`src/rtl/relu_frame_sender.sv`:
```
// Ping-pong frame buffer that saturates ReLU node results and hands completed
// frames to the next layer over a 4-phase ready/received handshake.
module relu_frame_sender #(
    parameter int NODES       = 128,
    parameter int INDEX_WIDTH = 7,
    parameter int ACC_WIDTH   = 16,
    parameter int VALUE_WIDTH = 8
) (
    input  logic                         clk,
    input  logic                         reset,
    input  logic                         nodeValid,
    input  logic [INDEX_WIDTH-1:0]       nodeIndex,
    input  logic [ACC_WIDTH-1:0]         nodeValue,
    input  logic                         frameLast,
    output logic                         acceptReady,
    output logic                         indexError,
    output logic                         outputsReady,
    input  logic                         outputsRecieved,
    output logic [NODES*VALUE_WIDTH-1:0] layer2Output
);

    localparam int FRAME_W = NODES * VALUE_WIDTH;
    localparam logic [INDEX_WIDTH:0] NODES_L = NODES[INDEX_WIDTH:0];

    typedef enum logic [1:0] {
        S_IDLE    = 2'd0,
        S_READY   = 2'd1,
        S_RELEASE = 2'd2
    } state_t;

    // Negative clamps to zero; anything above the output range clamps to all-ones.
    function automatic logic [VALUE_WIDTH-1:0] sat_relu(input logic [ACC_WIDTH-1:0] v);
        logic [VALUE_WIDTH-1:0] res;
        if (v[ACC_WIDTH-1]) begin
            res = {VALUE_WIDTH{1'b0}};
        end else if (|v[ACC_WIDTH-2:VALUE_WIDTH]) begin
            res = {VALUE_WIDTH{1'b1}};
        end else begin
            res = v[VALUE_WIDTH-1:0];
        end
        return res;
    endfunction

    logic [FRAME_W-1:0]     r_bank [2];
    logic [1:0]             r_full;
    logic                   r_fill_ptr;
    logic                   r_send_ptr;
    logic                   r_index_error;
    logic                   r_outputs_ready;
    state_t                 r_state;

    logic                   w_accept;
    logic                   w_index_ok;
    logic                   w_bank_wr;
    logic                   w_frame_done;
    logic                   w_release;
    logic [VALUE_WIDTH-1:0] w_sat;

    assign acceptReady  = ~r_full[r_fill_ptr];
    assign w_accept     = nodeValid & acceptReady;
    assign w_index_ok   = ({1'b0, nodeIndex} < NODES_L);
    assign w_bank_wr    = w_accept & w_index_ok;
    assign w_frame_done = w_accept & frameLast;
    assign w_release    = (r_state == S_RELEASE) & ~outputsRecieved;
    assign w_sat        = sat_relu(nodeValue);

    assign layer2Output = r_bank[r_send_ptr];
    assign indexError   = r_index_error;
    assign outputsReady = r_outputs_ready;

    // Bank storage: node writes into the fill bank, wipe of the send bank on release.
    always_ff @(posedge clk or negedge reset) begin
        if (!reset) begin
            r_bank[0] <= {FRAME_W{1'b0}};
            r_bank[1] <= {FRAME_W{1'b0}};
        end else begin
            for (int b = 0; b < 2; b++) begin
                if (w_release && (r_send_ptr == 1'(b))) begin
                    r_bank[b] <= {FRAME_W{1'b0}};
                end else if (w_bank_wr && (r_fill_ptr == 1'(b))) begin
                    for (int n = 0; n < NODES; n++) begin
                        if (nodeIndex == INDEX_WIDTH'(n)) begin
                            r_bank[b][n*VALUE_WIDTH +: VALUE_WIDTH] <= w_sat;
                        end
                    end
                end
            end
        end
    end

    // Fill side: full flags, fill pointer and the sticky index error.
    always_ff @(posedge clk or negedge reset) begin
        if (!reset) begin
            r_full        <= 2'b00;
            r_fill_ptr    <= 1'b0;
            r_index_error <= 1'b0;
        end else begin
            // A released bank is always full, so it never collides with the fill bank.
            if (w_frame_done) begin
                r_full[r_fill_ptr] <= 1'b1;
                r_fill_ptr         <= ~r_fill_ptr;
            end
            if (w_release) begin
                r_full[r_send_ptr] <= 1'b0;
            end
            if (w_accept && !w_index_ok) begin
                r_index_error <= 1'b1;
            end
        end
    end

    // Send FSM: present, wait for acknowledge, wait for release, then free the bank.
    always_ff @(posedge clk or negedge reset) begin
        if (!reset) begin
            r_state         <= S_IDLE;
            r_outputs_ready <= 1'b0;
            r_send_ptr      <= 1'b0;
        end else begin
            case (r_state)
                S_IDLE: begin
                    if (r_full[r_send_ptr]) begin
                        r_state         <= S_READY;
                        r_outputs_ready <= 1'b1;
                    end
                end
                S_READY: begin
                    if (outputsRecieved) begin
                        r_state         <= S_RELEASE;
                        r_outputs_ready <= 1'b0;
                    end
                end
                S_RELEASE: begin
                    if (!outputsRecieved) begin
                        r_state    <= S_IDLE;
                        r_send_ptr <= ~r_send_ptr;
                    end
                end
                default: begin
                    r_state         <= S_IDLE;
                    r_outputs_ready <= 1'b0;
                end
            endcase
        end
    end

endmodule

```
`config.mk`:
```
export PLATFORM = sky130hd
export DESIGN_NAME = relu_frame_sender
export DESIGN_NICKNAME = d
export VERILOG_FILES = /design/src/rtl/relu_frame_sender.sv
export SDC_FILE = /design/constraint.sdc
export NUM_CORES = 2
export LEC_CHECK = 0
export ABC_AREA = 1
export BUFFER_PORTS_ARGS = -buffer_cell sky130_fd_sc_hd__buf_4
export CELL_PAD_IN_SITES_DETAIL_PLACEMENT = 2
export CELL_PAD_IN_SITES_GLOBAL_PLACEMENT = 2
export CORE_ASPECT_RATIO = 1.25
export CORE_MARGIN = 3
export CORE_UTILIZATION = 31
export DETAILED_ROUTE_END_ITERATION = 7
export GPL_TIMING_DRIVEN = 0
export HOLD_SLACK_MARGIN = 0.1
export PLACE_DENSITY = 0.82
export SYNTH_ARGS = -nofsm -noshare
export SYNTH_HDL_FRONTEND = slang
export SYNTH_SLANG_ARGS = --single-unit
```
`constraint.sdc`:
```
create_clock -name clk -period 1.8 [get_ports clk]
set_input_delay 0 -clock clk [delete_from_list [all_inputs] [get_ports clk]]
set_output_delay 0 -clock clk [all_outputs]
set_load 0.02 [all_outputs]
```
---- Word level (Yosys, flattened, before mapping) ----
Cells that the tools add are included.
storage, ports and cells
  flip-flop bits (word level) ............. 2055
  bits in latches ......................... 0
  memory bits (writable) .................. 0
  ROM bits ................................ 0
  input port bits ......................... 28
  word-level logic and storage cells ...... 1090
  memories kept ........................... 0
operators by class
  add/sub/neg operators ................... 0
  $mul .................................... 0
  div/mod/pow operators ................... 0
  $lt $le $gt $ge ......................... 5
  equal/unequal tests ..................... 132
  shift-type cells ........................ 0
  multiplexer cells ....................... 154
  bitwise gates (word level) .............. 12
  reductions and logical operators ........ 526
operators by type and width
  kind                  number
  $mux W1024            7
  $mux W8               130
  $reduce_bool A2 Y1    258
  $reduce_and A2 Y1     257
  $eq A7 B7 Y1 const B  64
  $eq A7 B6 Y1 const B  32
  $eq A7 B5 Y1 const B  16
  $eq A7 B4 Y1 const B  8
  $eq A7 B3 Y1 const B  4
  $eq A7 B2 Y1 const B  2
  $mux W2               5
  $mux W1               8
  $eq A7 B1 Y1 const B  1
  $logic_not A7 Y1      1
  $reduce_or A7 Y1      1
  $logic_and A1 B1 Y1   6
  $ne A2 B2 Y1 const B  3
  $pmux W2 S3           1
  $reduce_and A3 Y1     2
  $not A1 Y1            5
  $lt A1 B2 Y1 const B  2
  $and A1 B1 Y1         3
  $pmux W1 S3           1
  $and A2 B2 Y2         1
  9 further kinds       11

---- Logic depth before layout (Yosys ltp) ----
  word-level depth ........................ 8
  mapped depth ............................ 10
  gate-level depth less buffers ........... 8

---- Worst setup path before layout ----
Ideal clock, no wire load.
  path type ............................... register to register
  from .................................... register r_state[0]
  to ...................................... register r_bank[1088] (netlist name)
  setup time .............................. 0.119 ns
  arrival time ............................ 1.578 ns
  path slack .............................. 0.103 ns
  cell stages (with the launch flop) ...... 11
  buffers on the path ..................... 2
  cell sequence ........................... dfrtp_1 -> inv_1 -> nand2_1 -> nor2_1 -> nand2_2 -> inv_2 -> clkbuf_1 -> buf_2 -> nor2_1 -> nand2_1 -> nand2_1
on the way
  longest elaborated chain between the ends .. 5
  elaborated cells between the ends (all ways) .. 7
  classes of those cells .................. eq/ne (1); mux (1); bitwise (1); reduce/logical (4)
ends and longest elaborated chain
  element                              line  text
  from (decl)                          50    state_t r_state;
  from (signal assigned)               115   r_state <= S_IDLE;
  from (signal assigned)               122   r_state <= S_READY;
  from (signal assigned)               128   r_state <= S_RELEASE;
  $eq A2 B2 Y1 *                       64    assign w_release = (r_state == S_RELEASE) & ~outputsRecieved;
  $and A1 B1 Y1 *                      64
  $logic_and A1 B1 Y1 *                78    if (w_release && (r_send_ptr == 1'(b))) begin
  $reduce_bool A2 Y1 (no source line)  -
  $reduce_and A2 Y1 (no source line)   -
  to (signal, indexed assignment)      79    r_bank[b] <= {FRAME_W{1'b0}};
  to (signal, indexed assignment)      83    r_bank[b][n*VALUE_WIDTH +: VALUE_WIDTH] <= w_sat;
  to (decl)                            44    logic [FRAME_W-1:0] r_bank [2];
Mark *: on every way between the ends. The rest lies on a longest branch, timed or not.
A chain may end at the register's enable or synchronous reset.

---- Worst setup path in the final report ----
  from .................................... input port nodeValue[15]
  to ...................................... register r_bank[23] (netlist name)
on the way
  longest elaborated chain between the ends .. 4
ends and longest elaborated chain
  element      line  text
  from (decl)  13    input logic [ACC_WIDTH-1:0] nodeValue,
  $mux W8      34    if (v[ACC_WIDTH-1]) begin
  $mux W8      82    if (nodeIndex == INDEX_WIDTH'(n)) begin
  $mux W1024   80    end else if (w_bank_wr && (r_fill_ptr == 1'(b))) begin
  $mux W1024   78
Every way passes these cells. The select of a mux whose other input is x is not followed.

==> results_dict.tcl <==
set metrics [dict create \
    wirelength_microns 592600 \
    cts_tree "done" \
    antenna_found_initial 56 \
    cp.arrival_ns 3.74 \
    grt.total_usage 0.3497 \
    period_share 1.621 \
    netlist_top_cells_area "dfrtp_1, nand2_1, nand4_1, clkbuf_1, nor2_2" \
    final_area_sq_um 124400 \
    cts_root_buf "clkbuf_16" \
    gp_congestion 0.9067 \
    core-area_sq_um 315100 \
    cap_violations 4 \
    cts_sinks 2055 \
    port_buffers 1053 \
    power_density_nw_per_um2 1040 \
    drive_gt1_frac 0.1752 \
    vdd_drop_max_uv 872.2 \
    ios 1055 \
    p_leak_nw 68.08 \
    clk-insertion-delay-late_ns 0.92 \
    synth.distinct_cells 22 \
    clk_pin_slew_ns 0.07 \
    dieArea_sq_um 324400 \
    ys.flop_type "dfrtp_1" \
    viasPerCell 5.732 \
    drt_iter0_drc 10730 \
    fin_worst_skew_ns 0.05554 \
    die_y_microns 636.0 \
    die_x_microns 510.0 \
    multiInputGateArea_sq_um 44380 \
    place_area_sq_um 113000 \
    fmax_ghz 0.3427 \
    initial_core_util 0.3124 \
    final-hold-violation-count 239 \
    cts_buffers 236 \
    ys_ff_latch 2055 \
    ff_latch_area_sq_um 51430 \
    fillCellCount 36160 \
    ant_nets 0 \
    cp_max_fo 10 \
    synth.most_common_cell "nand2_1" \
    worst_path_max_delay_cell "buf_1" \
    area_growth_pct 26.36 \
    async_reset_ff_frac 1.000 \
    cts.path.max_buffers 4 \
    grt_start_max_net_pins 161 \
    drcViolationCount 0 \
    grt_pass1_wl_microns 827300 \
    r2r_setup_slack_ns -1.01 \
    fin_setup_tns_ns -2499.50 \
    synth_edf_count 0 \
    hold_path.class "in -> async" \
    dp_hpwl_microns 420500 \
    yosysTopAreaCellShare 0.5224 \
    rows 230 \
    tightestPinTransition_ns 1.585 \
    drv_slew 43 \
    finalNetCount 14410 \
    grt_pass1_vias 113300 \
    worstSetupEndpointType "flip-flop" \
    dp_slack_ns -2.746 \
    vias 107700 \
    fin_total_pwr_mw 129.4 \
    crit_required_ns 2.62 \
    worstPathCellList "buf_4 -> inv_2 -> clkbuf_2 -> clkdlybuf4s15_1 -> buf_1 -> nand4_1 -> nand2_1" \
    max_stage_delay_ns 1.12 \
    fin_crit_ns 2.918 \
    rsz0062_at_grt "yes" \
    post_synth.cell_area_avg_sq_um 7.580 \
    final_util 0.3948 \
    overflow 0 \
    synth_common_cells "nand2_1, dfrtp_1, nand4_1" \
    relSlewSlack -0.05634 \
    setup_slack_ns -1.118 \
    synthCells 12990 \
    synth_largest_area_cell "dfrtp_1" \
    criticalPathCategory "in -> reg" \
    outcome "finished with violations" \
    synth_area_sq_um 98450 \
    avgRoutedWirePerCell_microns 31.55 \
    yosysWarnings 0 \
    violations "hold timing, capacitance limit, slew limit, setup timing" \
    final-setup-viol-count 3607 \
    first_pass_iters 6 \
    htreeDepth 4 \
    ys_seq_area_frac 0.5224 \
    syn_nets 13020 \
    whs_ns -0.6211 \
    startpoint_type "primary input" \
]
-- worst max-delay path, delay by kind of cell --
kind	cells	cell delay [ns]
AND/OR/NAND/NOR	2	0.40
buffers and inverters	5	3.26
-- state kept, by name, summed over array words and instances (netlist names) --
name / flops
r_state: 2
outputsReady: 1
r_full: 2
r_bank: 2048
r_fill_ptr: 1
r_send_ptr: 1
-- placed cells by master (no fill, tap or decap), types with 3 or more instances in the layout --
cell type / instances
clkbuf_8: 81
buf_8: 16
buf_6: 47
inv_6: 4
clkinvlp_4: 11
bufinv_16: 21
nand2_4: 38
clkinv_2: 43
clkinv_16: 3
nand2_1: 7129
diode_2: 41
nand2_8: 3
clkbuf_2: 171
nor2_4: 25
inv_2: 3
clkbuf_1: 603
clkbuf_16: 254
inv_1: 24
nor2_2: 410
nand4_1: 2048
buf_4: 1094
clkbuf_4: 64
nor2_1: 108
buf_2: 40
nand3_1: 12
buf_1: 8
buf_12: 36
dfrtp_1: 2054
buf_16: 29
o21ai_0: 4
dlygate4sd3_1: 18
nand2_2: 152
-- final timing paths --
check	startpoint	end	cells past startpoint
max	nodeValue[15]	r_bank[23]	7
min	reset	r_bank[573]	5
max reg2reg	r_send_ptr	r_bank[450]	8
min reg2reg	r_bank[526]	r_bank[526]	2
max in group asynchronous	reset	r_bank[1265]	10
min in group clk	nodeIndex[1]	r_bank[374]	8
-- metal layers --
| metal | global-route usage | vias to the layer above | wire length (microns) |
|---|---|---|---|
| met5 | 0 | - | 108 |
| li1 | - | 45510 | - |
| met4 | 0.2606 | 16 | 52900 |
| met1 | 0.4141 | 55860 | 221100 |
| met3 | 0.07439 | 1501 | 47070 |
| met2 | 0.5561 | 4780 | 271400 |
-- cells by family (layout without fill, tap and decap cells) --
| kind of cell | count (synthesis) | count (layout) | share of synthesized area |
|---|---|---|---|
| flops | 2055 | 2055 | 0.5224 |
| other cells | 1 | 42 | 0.00003809 |
| buf+inv | 997 | 2577 | 0.03925 |
| compound gates | 7 | 7 | 0.0003940 |
| simple gates | 9926 | 9926 | 0.4379 |
| xor+xnor | 1 | 1 | 0.00008898 |
-- power by group --
group          switching [mW]  internal (mW)  leakage [nW]
combinational            21.7           7.36          35.5
clock                    22.0           29.8          3.96
sequential              0.982           47.6          28.7
total                    44.7           84.7          68.1
-- final cells by class --
type / instances / share of cell area
inverter: 28 / 0.001056
timing repair buffer: 1152 / 0.07972
clock buffer: 345 / 0.05616
antenna: 41 / 0.0008248
multi-input combinational: 9935 / 0.3568
tap: 4176 / 0.04200
clock inverter: 83 / 0.008459
sequential: 2055 / 0.4134
buffer: 969 / 0.04160
-- timing repair --
item                                    4_1_cts  5_1_grt
cloned                                        3       14
endpoints found under the setup margin     3763     3874
hold endpoints to repair                   1602      502
buffers inserted                              1        6
hold buffers                                 16        7
pin swaps                                     2       23
gates resized for setup                     416      833
-- stage by stage --
stage / std cells / hold slack (ns)
6_report: 18780 / -0.6211
5_1_grt: 18760 / -0.6259
4_1_cts: 18720 / -0.9668
3_5_place_dp: 18270 / 0.003284
3_3_place_gp: 18220 / 0.2530
2_1_floorplan: 12990 / -0.2956
Note: power is estimated with default switching activity, not from simulation.
